## config.mk

```make
export PLATFORM = sky130hd
export DESIGN_NAME = puf_challenge_seq
export DESIGN_NICKNAME = d
export VERILOG_FILES = /design/src/rtl/puf_pkg.sv /design/src/rtl/puf_pair_map.sv /design/src/rtl/puf_challenge_seq.sv
export SDC_FILE = /design/constraint.sdc
export NUM_CORES = 1
export LEC_CHECK = 0
export BUFFER_PORTS_ARGS = -buffer_cell sky130_fd_sc_hd__buf_4
export CAP_MARGIN = 0
export CELL_PAD_IN_SITES_DETAIL_PLACEMENT = 1
export CELL_PAD_IN_SITES_GLOBAL_PLACEMENT = 2
export CORE_MARGIN = 2
export CORE_UTILIZATION = 37
export CTS_BUF_LIST = sky130_fd_sc_hd__clkbuf_16
export DETAILED_ROUTE_END_ITERATION = 7
export GPL_ROUTABILITY_DRIVEN = 0
export PLACE_DENSITY = 0.87
export SKIP_CTS_REPAIR_TIMING = 1
export SLEW_MARGIN = 15
export SYNTH_ARGS = -nofsm -noshare
export SYNTH_HDL_FRONTEND = slang
export SYNTH_SLANG_ARGS = --single-unit
```

## constraint.sdc

```tcl
create_clock -name clk -period 4.55 [get_ports clk]
set_clock_uncertainty 0.2 [all_clocks]
set_input_delay 0 -clock clk [delete_from_list [all_inputs] [get_ports clk]]
set_output_delay 0 -clock clk [all_outputs]
set_load 0.01 [all_outputs]
```

## src/rtl/puf_pkg.sv

```systemverilog
// -----------------------------------------------------------------------------
// puf_pkg
//   Shared definitions for the RO-PUF measurement path. The sequencer, the pair
//   counters and the response comparator all use these.
//   Contents:
//     puf_state_e      sequencer state encoding
//     PUF_NUM_RO       ring oscillators behind the select muxes
//     PUF_SEL_W        RO select width
//     PUF_NUM_BITS     response bits per challenge
//     PUF_WINDOW       counter-enable cycles per response bit
//     PUF_WIN_W        window counter width
//     puf_idx_w()      width of a bit index for a given response length
// -----------------------------------------------------------------------------
package puf_pkg;

    typedef enum logic [2:0] {
        IDLE    = 3'd0,
        CLEAR   = 3'd1,
        MEASURE = 3'd2,
        SETTLE  = 3'd3,
        STROBE  = 3'd4,
        DONE    = 3'd5
    } puf_state_e;

    localparam int PUF_NUM_RO   = 16;
    localparam int PUF_SEL_W    = 4;
    localparam int PUF_NUM_BITS = 8;
    localparam int PUF_WINDOW   = 1024;
    localparam int PUF_WIN_W    = 11;

    // A single-bit response still needs a 1-bit index register.
    function automatic int puf_idx_w(input int num_bits);
        return (num_bits > 1) ? $clog2(num_bits) : 1;
    endfunction

endpackage

```

## src/rtl/puf_pair_map.sv

```systemverilog
// -----------------------------------------------------------------------------
// puf_pair_map
//   Maps a response bit index and challenge word onto the RO pair measured for
//   that bit. Purely combinational; the sequencer registers the result.
//   sel_a = 2*bit_idx + challenge, sel_b = sel_a + 1, both wrapping at SEL_W bits
//   so that long responses reuse oscillators.
//   Ports:
//     bit_idx    in   BIT_W   response bit being measured
//     challenge  in   SEL_W   latched challenge word
//     sel_a      out  SEL_W   RO select for counter A
//     sel_b      out  SEL_W   RO select for counter B
// -----------------------------------------------------------------------------
module puf_pair_map #(
    parameter int SEL_W = 4,
    parameter int BIT_W = 3
) (
    input  logic [BIT_W-1:0] bit_idx,
    input  logic [SEL_W-1:0] challenge,
    output logic [SEL_W-1:0] sel_a,
    output logic [SEL_W-1:0] sel_b
);

    logic [BIT_W:0]   idx_x2;
    logic [SEL_W-1:0] base;

    assign idx_x2 = {bit_idx, 1'b0};
    // Truncation to SEL_W bits is the modulo-NUM_RO wrap.
    assign base   = SEL_W'(idx_x2);
    assign sel_a  = base + challenge;
    assign sel_b  = base + challenge + SEL_W'(1);

endmodule

```

## src/rtl/puf_challenge_seq.sv

```systemverilog
// -----------------------------------------------------------------------------
// puf_challenge_seq
//   Measurement sequencer for the RO-PUF. For each response bit it selects an
//   RO pair, clears the pair counters, gates them for WINDOW cycles, lets them
//   settle one cycle, then strobes the comparator (capture on cmp_en fall).
//   All outputs are registered; they are decoded from the next state so they
//   line up with the state register.
//
//   Build option: define PUF_SEQ_ABORT_EN to add the 'abort' input, which
//   returns the sequencer to IDLE from any active state without a done pulse.
//
//   Ports:
//     clk        in   1       system clock
//     rst        in   1       synchronous active-high reset
//     start      in   1       begin a challenge (sampled only in IDLE)
//     challenge  in   SEL_W   challenge word, latched on start
//     abort      in   1       (PUF_SEQ_ABORT_EN only) cancel current challenge
//     sel_a      out  SEL_W   RO select, counter A
//     sel_b      out  SEL_W   RO select, counter B
//     cnt_rst    out  1       clear RO counters
//     cnt_en     out  1       RO counter gate
//     cmp_en     out  1       comparator strobe
//     resp_clr   out  1       comparator register clear (first bit only)
//     busy       out  1       challenge in progress
//     done       out  1       response complete pulse
//
//   state   | meaning
//   --------+--------------------------------------------------------------
//   IDLE    | waiting for start; selects hold their last value
//   CLEAR   | counters cleared, pair selected (resp_clr on bit 0)
//   MEASURE | counters gated for WINDOW cycles
//   SETTLE  | gate closed, counters settle before compare
//   STROBE  | cmp_en high; comparator captures as it falls
//   DONE    | one-cycle done pulse
// -----------------------------------------------------------------------------
import puf_pkg::*;

module puf_challenge_seq #(
    parameter int NUM_RO   = PUF_NUM_RO,
    parameter int SEL_W    = PUF_SEL_W,
    parameter int NUM_BITS = PUF_NUM_BITS,
    parameter int WINDOW   = PUF_WINDOW,
    parameter int WIN_W    = PUF_WIN_W
) (
    input  logic             clk,
    input  logic             rst,
    input  logic             start,
    input  logic [SEL_W-1:0] challenge,
`ifdef PUF_SEQ_ABORT_EN
    input  logic             abort,
`endif
    output logic [SEL_W-1:0] sel_a,
    output logic [SEL_W-1:0] sel_b,
    output logic             cnt_rst,
    output logic             cnt_en,
    output logic             cmp_en,
    output logic             resp_clr,
    output logic             busy,
    output logic             done
);

    localparam int BIT_W = puf_idx_w(NUM_BITS);
    localparam logic [WIN_W-1:0] WIN_LAST = WIN_W'(WINDOW - 1);
    localparam logic [BIT_W-1:0] BIT_LAST = BIT_W'(NUM_BITS - 1);

    puf_state_e       state_q, state_d;
    logic [BIT_W-1:0] bit_idx_q, bit_idx_d;
    logic [WIN_W-1:0] win_cnt_q, win_cnt_d;
    logic [SEL_W-1:0] chal_q, chal_d;
    logic [SEL_W-1:0] sel_a_q, sel_a_d;
    logic [SEL_W-1:0] sel_b_q, sel_b_d;
    logic             cnt_rst_q, cnt_rst_d;
    logic             cnt_en_q, cnt_en_d;
    logic             cmp_en_q, cmp_en_d;
    logic             resp_clr_q, resp_clr_d;
    logic             busy_q, busy_d;
    logic             done_q, done_d;

    logic [SEL_W-1:0] map_a, map_b;
    logic             abort_req;

`ifdef PUF_SEQ_ABORT_EN
    assign abort_req = abort;
`else
    assign abort_req = 1'b0;
`endif

    // Map from the next-state index/challenge so the selects are already
    // valid in the CLEAR cycle that starts each bit.
    puf_pair_map #(
        .SEL_W (SEL_W),
        .BIT_W (BIT_W)
    ) u_pair_map (
        .bit_idx   (bit_idx_d),
        .challenge (chal_d),
        .sel_a     (map_a),
        .sel_b     (map_b)
    );

    always_comb begin
        state_d   = state_q;
        bit_idx_d = bit_idx_q;
        win_cnt_d = win_cnt_q;
        chal_d    = chal_q;

        case (state_q)
            IDLE: begin
                if (start) begin
                    chal_d    = challenge;
                    bit_idx_d = '0;
                    state_d   = CLEAR;
                end
            end
            CLEAR: begin
                win_cnt_d = '0;
                state_d   = MEASURE;
            end
            MEASURE: begin
                if (win_cnt_q == WIN_LAST) begin
                    win_cnt_d = '0;
                    state_d   = SETTLE;
                end else begin
                    win_cnt_d = win_cnt_q + WIN_W'(1);
                end
            end
            SETTLE: begin
                state_d = STROBE;
            end
            STROBE: begin
                if (bit_idx_q == BIT_LAST) begin
                    state_d = DONE;
                end else begin
                    bit_idx_d = bit_idx_q + BIT_W'(1);
                    state_d   = CLEAR;
                end
            end
            DONE: begin
                state_d = IDLE;
            end
            default: begin
                state_d = IDLE;
            end
        endcase

        // Abort overrides whatever the sequence wanted to do this cycle.
        if (abort_req && (state_q != IDLE)) begin
            state_d   = IDLE;
            win_cnt_d = '0;
        end

        cnt_rst_d  = (state_d == CLEAR);
        resp_clr_d = (state_d == CLEAR) && (bit_idx_d == '0);
        cnt_en_d   = (state_d == MEASURE);
        cmp_en_d   = (state_d == STROBE);
        done_d     = (state_d == DONE);
        busy_d     = (state_d != IDLE);

        // Selects change only on entry to CLEAR and otherwise hold.
        sel_a_d = sel_a_q;
        sel_b_d = sel_b_q;
        if (state_d == CLEAR) begin
            sel_a_d = map_a;
            sel_b_d = map_b;
        end
    end

    always_ff @(posedge clk) begin
        if (rst) begin
            state_q    <= IDLE;
            bit_idx_q  <= '0;
            win_cnt_q  <= '0;
            chal_q     <= '0;
            sel_a_q    <= '0;
            sel_b_q    <= '0;
            cnt_rst_q  <= 1'b0;
            cnt_en_q   <= 1'b0;
            cmp_en_q   <= 1'b0;
            resp_clr_q <= 1'b0;
            busy_q     <= 1'b0;
            done_q     <= 1'b0;
        end else begin
            state_q    <= state_d;
            bit_idx_q  <= bit_idx_d;
            win_cnt_q  <= win_cnt_d;
            chal_q     <= chal_d;
            sel_a_q    <= sel_a_d;
            sel_b_q    <= sel_b_d;
            cnt_rst_q  <= cnt_rst_d;
            cnt_en_q   <= cnt_en_d;
            cmp_en_q   <= cmp_en_d;
            resp_clr_q <= resp_clr_d;
            busy_q     <= busy_d;
            done_q     <= done_d;
        end
    end

    assign sel_a    = sel_a_q;
    assign sel_b    = sel_b_q;
    assign cnt_rst  = cnt_rst_q;
    assign cnt_en   = cnt_en_q;
    assign cmp_en   = cmp_en_q;
    assign resp_clr = resp_clr_q;
    assign busy     = busy_q;
    assign done     = done_q;

endmodule

```

Yosys cells after proc, flatten, opt, wreduce, memory -nomap -nowiden
Cells that the tools add are included.
Cells by class
  $add $sub $neg: 4
  equality and inequality tests: 10
  multiplexer cells: 11
  reductions and logical operators: 5
Operator list (count)
  11-bit one-hot mux with 2 select lines: 1
  3-bit two-way mux: 5
  3-bit one-hot mux with 5 select lines: 1
  3-bit == test, second input constant: 4
  11-bit by 1-bit adder with 11-bit output, second input constant: 1
  11-bit by 10-bit == test with 1-bit output, second input constant: 1
  11-bit two-way mux: 1
  3-bit by 2-bit == test with 1-bit output, second input constant: 3
  4-bit two-way mux: 2
  3-bit by 1-bit == test with 1-bit output, second input constant: 2
  3-bit zero test: 2
  3-bit one-hot mux with 2 select lines: 1
  4-bit by 1-bit adder with 4-bit output, second input constant: 1
  4-bit adder: 1
  3-bit by 1-bit adder with 3-bit output, second input constant: 1
  3-bit nonzero test: 1
  2-bit nonzero test: 1
  1-bit logical AND: 1
Word-level totals
  bits in registers: 35
  output and inout bits: 14
  word-level logic and storage cells: 42

Logic depth before layout (Yosys ltp)
Gate-level depths: netlist of run 1.
  depth after elaboration: 5
  mapped depth: 12
  mapped depth without buffers: 11

Cells and area by module
A second synthesis of run 1 with hierarchy kept.
Unflattened totals
  cell total of the unflattened synthesis: 172
  area, all modules: 1645.3 µm²
By module, submodules not included
  puf_challenge_seq: times used 1, cells each 162, area an instance 1526.5 µm²
  puf_pair_map: times used 1, cells each 10, area an instance 118.9 µm²

Worst setup path after synthesis of run 1
OpenSTA, ideal clock, no wires.
  kind: reg2reg
  start: reg bit_idx_q[0]
  end: reg sel_b_q[3], in the netlist sel_b[3]
  arrival: 2.607 ns
  data required time: 4.262 ns
  path slack: 1.655 ns
  stages on the path, launching flop included: 13
  path buffers: 1
  period minus slack after synthesis: 2.895 ns
  cell sequence: dfxtp_1 ha_1 and2_1 clkbuf_1 nor3_1 mux2_2 a22o_1 ha_1 fa_1 xor2_1 xnor2_1 and3_1 nor4_2
On the way
  cells in the longest elaborated chain, start to end: 5
  elaborated cells on any way between the ends: 10
  classes of those cells: add/sub (3); eq/ne (2); mux (5)
RTL lines
  start, declared: RTL line puf_challenge_seq.sv:67  | logic [BIT_W-1:0] bit_idx_q, bit_idx_d;
  start signal, assigned: RTL line puf_challenge_seq.sv:183  | bit_idx_q <= bit_idx_d;
  3-bit by 1-bit adder with 3-bit output / 3-bit == test (equally long branches): RTL line puf_challenge_seq.sv:133, puf_challenge_seq.sv:130
  3-bit two-way mux: RTL line puf_challenge_seq.sv:130  | if (bit_idx_q == BIT_LAST) begin
  3-bit one-hot mux with 2 select lines *: RTL line puf_challenge_seq.sv:106  | case (state_q)
  via bit_idx_d[0]: RTL line puf_challenge_seq.sv:67
  4-bit adder *: RTL line puf_pair_map.sv:30  | assign sel_b = base + challenge + SEL_W'(1);
  4-bit by 1-bit adder with 4-bit output *: RTL line puf_pair_map.sv:30
  end signal, assigned: RTL line puf_challenge_seq.sv:187  | sel_b_q <= sel_b_d;
  end, declared: RTL line puf_challenge_seq.sv:71  | logic [SEL_W-1:0] sel_b_q, sel_b_d;
Mark *: on every way through the listed nets, which the timed path passes. The rest lies on a longest branch.
A chain may end at the register's enable or synchronous reset.

Worst setup path after layout of run 1
Same ends and word-level chain as after synthesis.

==> results of run 1 <==
==> synthesized netlist by cell type (2+ instances only) <==
cell type	n	area (um^2)
a211oi_1	2	15.01
a21o_1	4	30.03
a21oi_1	13	65.06
a22o_1	3	26.28
a22oi_1	2	15.01
a311oi_1	3	26.28
and2_1	3	18.77
and3_1	2	12.51
clkbuf_1	5	18.77
dfxtp_1	35	700.7
ha_1	4	50.05
inv_1	3	11.26
mux2_2	4	45.04
mux2i_1	2	20.02
nand2_1	14	52.55
nand3_1	6	30.03
nor2_1	24	90.09
nor2b_1	6	37.54
nor3_1	7	35.03
o21ai_0	7	35.03
or2_2	2	12.51
or3_1	2	12.51
xnor2_1	3	26.28
==> cell type report <==
class | count | area [um^2]
fill | 484 | 2077
multi-input combinational | 129 | 820.8
sequential | 35 | 700.7
timing repair buffer | 27 | 220.2
clock buffer | 5 | 125.1
tap | 50 | 62.56
clock inverter | 3 | 11.26
inverter | 3 | 11.26
==> report_power, final <==
| part | switching (mW) | internal (mW) | total (mW) |
|---|---|---|---|
| registers | 0.00974 | 0.322 | 0.331 |
| logic | 0.0554 | 0.0474 | 0.103 |
| clock network | 0.123 | 0.197 | 0.319 |
==> path summary, 6_finish.rpt <==
path / from / end / slack [ns] / depth (start not counted)
setup / recovery: bit_idx_q[0] / sel_b[3] / 1.51 / 11
hold / removal: start / bit_idx_q[2] / -0.06 / 4
setup reg to reg: bit_idx_q[0] / sel_b[3] / 1.51 / 11
hold reg to reg: sel_a[2] / sel_a[2] / 0.27 / 2
==> critical path, cell delays in order, from the launching register on <==
cell and delay [ns]:
dfxtp_1 0.37, ha_1 0.17, and2_1 0.25, nor3_1 0.09, mux2_2 0.28, a22o_1 0.23, ha_1 0.22, fa_1 0.37
xor2_1 0.19, xnor2_1 0.17, and3_1 0.19, nor4_2 0.22
==> logic make-up after synthesis <==
family	count (synthesis)	synth area share, %
AND/OR/NAND/NOR	76	25.81
buffers and inverters	8	1.936
AO/OA/AOI/OAI	38	16.13
adder cells (fa/ha/maj)	5	4.516
multiplexers	6	4.193
flip-flops	35	45.16
XOR/XNOR	4	2.258
==> sequential cells by signal, indices dropped and copies added, names as in the netlist, 3 cells and up <==
name and cells:
sel_b 4, state_q 3, chal_q 4, win_cnt_q 11
bit_idx_q 3, sel_a 4
==> per-stage QoR <==
step	cells	power, mW	worst slack (ns)	cell area (um^2)
2_1_floorplan	172	0.3988	1.655	1551
3_3_place_gp	237	0.4325	1.668	1745
3_5_place_dp	237	0.4353	1.506	1745
4_1_cts	245	0.7575	1.493	1882
5_1_grt	252	0.7909	1.268	1952
6_report	252	0.7534	1.513	1952
==> metal layers <==
metal	vias up	wire, um	track usage [%]
met3	12	181	6.331
met4	0	96	8.824
met5	-	0	0
met1	636	1618	22.73
met2	27	1818	27.04
li1	663	-	-
==> metrics, run 1 <==
io pins=21; Congestion Overflow GR=0; FP Rows=23; die area=4727 um^2; Synth cell types=39; Sink Count=35; post-DP HPWL=2542 um; WHS=-0.05634 ns; leakage=0.8035 nW; pwr dens=386.0 nW/um^2; Arr. time, crit path=3.03 ns; vias per cell=5.310; status=finished with violations; worst vdd ir=0.2452 mV; Final Hold Viols=2; clock latency at the later pin of the worst-skew pair=0.28 ns; max-cap violations=0; setup TNS=0 ns; Gate Count Post-Synth=172; All-Layer GR Usage=17.97%; H-Tree Depth=2; ratio of cells with drive above 1 in the final layout=18.32%; setup violators final=0; Final Slew Violations=0; ANT cells=0; vias in the first global route=1321; via count=1338; synthesis-to-finish area growth=25.81%; commonest non-fill, non-tap cells in the layout=dfxtp_1, nor2_1, buf_4; die height=68.76 um; CP Capture Type=flop; pin count of the biggest net entering global routing=33; most common cell after layout, fill and taps aside=dfxtp_1; YS warnings=0; CTS tree=done; Initial Util=38.51%; CORE AREA=4029 um^2; Seq/Total Area, Yosys=45.16%; Num CTS Buffers=5; Clock Pin Slew Worst Setup and Hold Paths=0.05 ns; mean post-synth cell area=9.020 um^2; FMAX=329.2 MHz; Root Buffer Master=clkbuf_16; crit path max fanout=6; drt first-iter violations=98; drc violations=0; DR pass1 iterations=6; syn nets=184; first-pass GRT wire length=6113 um; Layout Nets=213; fraction of registers with async set/reset=0%; minimum clock period=3.037 ns; Post-Syn Area=1551 um^2; worst slew pin tran=0.6370 ns; Required @ worst endpoint=4.55 ns; Final Cycle Share=66.76%; initial antenna violation count=0; Synth Register Bits=35; Port Buf Inserts=20; clock buffer depth=2; CP startpoint kind=flop; ANT nets after route=0; number of synthesized flops with an enable pin=0; Synth Flop Type=dfxtp_1; relative slew slack=57.09%; drt total wl=3715 um; WS Path Type=flop to flop; failing checks=hold timing; Worst Hold Class=input port to flop; die width=68.76 um; RSZ-0062 raised after global routing=no; Avg WL per Cell=14.74 um; post-layout util=48.45%
Note: power is estimated with default switching activity, not from simulation.
==> run 2: changes to the inputs <==
CORE_UTILIZATION = 34   (was 37)
PLACE_DENSITY = 0.81   (was 0.87)
clock period = 2.9 ns   (was 4.55 ns; I/O delays follow)
==> run 2 against run 1 <==
The run now ends clean. Non-clock buffer count is 7 higher. Die area increased by 8.3%. Sequential share of layout area is 1.5 points lower. Total power increased by 57%. Register-to-register slack got worse by 1.5 ns. Critical path depth is the same. Worst setup slack got worse by 1.5 ns. Count of clock-buffer cells in the layout stayed put. First-iteration DRC count is 44% lower. Critical path type unchanged. Largest power group unchanged. Highest routed layer unchanged.
==> metrics, run 2 (synthesized netlist as in run 1, its figures left out) <==
ANT cells=0 (unchanged); Hold Crit Depth=2 (was 4); worst reg2reg startpoint=bit_idx_q[1] (was bit_idx_q[0]); Arr. time, crit path=2.78 ns (was 3.03 ns); via count=1363 (was 1338); pre-CTS setup slack=-0.1152 ns (was 1.506 ns); CTS tree=done (unchanged); All-Layer GR Usage=15.88% (was 17.97%); Fillers=504 (was 484); FP Rows=24 (was 23); Hold Path Sink=sel_a[1] (was bit_idx_q[2]); CORE AREA=4384 um^2 (was 4029 um^2); die area=5119 um^2 (was 4727 um^2); CP startpoint kind=flop (unchanged); met3 Track Usage GR=4.079% (was 6.331%); DR pass1 iterations=4 (was 6); final instance area=2043 um^2 (was 1952 um^2); post-DP HPWL=2703 um (was 2542 um); pwr dens=580.2 nW/um^2 (was 386.0 nW/um^2); flip-flop count of the largest register after layout=11 (unchanged); Slowest-stage cell, CP=dfxtp_2 (was dfxtp_1); clock buffer depth=2 (unchanged); GR peak layer=met2 (unchanged); status=finished clean (was finished with violations); die height=71.55 um (was 68.76 um); Root Buffer Master=clkbuf_16 (unchanged); synthesis-to-finish area growth=31.69% (was 25.81%); FMAX=352.1 MHz (was 329.2 MHz); most common cell after layout, fill and taps aside=dfxtp_1 (unchanged); Avg WL per Cell=15.27 um (was 14.74 um); register share of total power=43.9% (was 44.0%); crit path max fanout=5 (was 6); clock latency at the later pin of the worst-skew pair=0.27 ns (was 0.28 ns); critical-path cell list=ha_4 > and2_4 > nor3_2 > mux2_4 > a22o_1 > ha_2 > fa_2 > xor2_1 > xnor2_1 > and3_1 > nor4_2 (was ha_1 > and2_1 > nor3_1 > mux2_2 > a22o_1 > ha_1 > fa_1 > xor2_1 > xnor2_1 > and3_1 > nor4_2); ANT nets after route=0 (unchanged); Final Cycle Share=97.94% (was 66.76%); die width=71.55 um (was 68.76 um); met1 usage=19.53% (was 22.73%); Final Hold Viols=0 (was 2); max-cap violations=0 (unchanged); first-pass GRT wire length=6430 um (was 6113 um); leakage=0.8353 nW (was 0.8035 nW); Layout Nets=220 (was 213); logic gate share of total power=14.6% (was 13.6%); setup slack after layout=0.05967 ns (was 1.513 ns); commonest non-fill, non-tap cells in the layout=dfxtp_1, buf_4, nor2_1 (was dfxtp_1, nor2_1, buf_4); worst slew pin tran=0.5161 ns (was 0.6370 ns); Required @ worst endpoint=2.84 ns (was 4.55 ns); Port Buf Inserts=20 (unchanged); switching share of power=24.49% (was 24.92%); reg2reg end=sel_b[3] (unchanged); P_int=0.8951 mW (was 0.5657 mW); relative slew slack=65.59% (was 57.09%); placed cell area=1778 um^2 (was 1745 um^2); setup violators final=0 (unchanged); CP Capture Type=flop (unchanged); Congestion Overflow GR=0 (unchanged); pin count of the biggest net entering global routing=33 (unchanged); Clock power frac=41.5% (was 42.4%); vias in the first global route=1384 (was 1321); worst vdd ir=0.2606 mV (was 0.2452 mV); max incr delay on CP=0.36 ns (was 0.37 ns); Sink Count=35 (unchanged); drc violations=0 (unchanged); minimum clock period=2.840 ns (was 3.037 ns); Largest Register=win_cnt_q (unchanged); Worst Hold Class=flop to flop (was input port to flop); vias per cell=5.242 (was 5.310); H-Tree Depth=2 (unchanged); Clock Pin Slew Worst Setup and Hold Paths=0.05 ns (about the same); Hold Crit Start=sel_a[1] (was start); internal reg-to-reg setup slack=0.06 ns (was 1.51 ns); P_sw=0.2903 mW (was 0.1877 mW); WS Path Type=flop to flop (unchanged); ratio of cells with drive above 1 in the final layout=25.96% (was 18.32%); io pins=21 (unchanged); Num CTS Buffers=5 (unchanged); drt first-iter violations=55 (was 98); Initial Util=35.39% (was 38.51%); Final Slew Violations=0 (unchanged); drt total wl=3971 um (was 3715 um); GR Util met2=26.85% (was 27.04%); Reg2Reg Depth=11 (unchanged); initial antenna violation count=0 (unchanged)
run 2: final cells by class:
type	count	area [um^2]	share of cell area (%)
flip-flops and latches	35	703.2	34.42
clock buffers	5	125.1	6.124
repair buffers	34	272.8	13.35
well taps	52	65.06	3.184
inverters	3	11.26	0.5511
multi-input cells	129	857.1	41.95
clock inverters	2	8.758	0.4287
run 2: critical path, delay by kind of cell (launching register included):
family          cells  cell delay (ns)
mux                 1             0.28
fa+ha+maj           3             0.66
xor+xnor            2             0.47
flops               1             0.36
compound gates      1             0.24
simple gates        4             0.50
run 2: power groups by stage:
| stage | clock network [mW] | registers [mW] | logic [mW] |
|---|---|---|---|
| after floorplan | 0 | 0.534 | 0.0913 |
| after global placement | 0 | 0.529 | 0.155 |
| after detailed placement | 0 | 0.530 | 0.159 |
| after CTS | 0.509 | 0.520 | 0.160 |
| after global routing | 0.530 | 0.524 | 0.191 |
| final | 0.492 | 0.521 | 0.173 |
run 2: worst max-delay path by stage:
stage / cells past startpoint / to / start / slack [ns]
6_report: 11 / sel_b[3] / bit_idx_q[1] / 0.06
5_1_grt: 11 / sel_b[3] / bit_idx_q[1] / -0.03
4_1_cts: 11 / sel_b[3] / bit_idx_q[0] / -0.16
3_5_place_dp: 11 / sel_b[3] / bit_idx_q[0] / -0.12
3_3_place_gp: 11 / sel_b[3] / bit_idx_q[0] / 0.05
2_1_floorplan: 12 / sel_b[3] / bit_idx_q[0] / 0.005
run 2: layer usage:
layer,vias to the layer above,share of wire (%)
li1,675,-
met1,665,46
met2,21,50
met5,-,0
met3,2,2.7
met4,0,0.43
run 2: through the flow:
step	instances	total power, mW	util [%]	TNS, ns	hold WS (ns)
after floorplan	172	0.6256	-	0	-0.1161
after global placement	243	0.6839	40.55	0	0.09854
after detailed placement	243	0.6891	40.55	-0.1152	0.1616
after CTS	250	1.189	43.61	-0.1570	-0.1258
after global routing	260	1.245	46.60	-0.03089	0.3003
final	260	1.185	46.60	0	0.2688
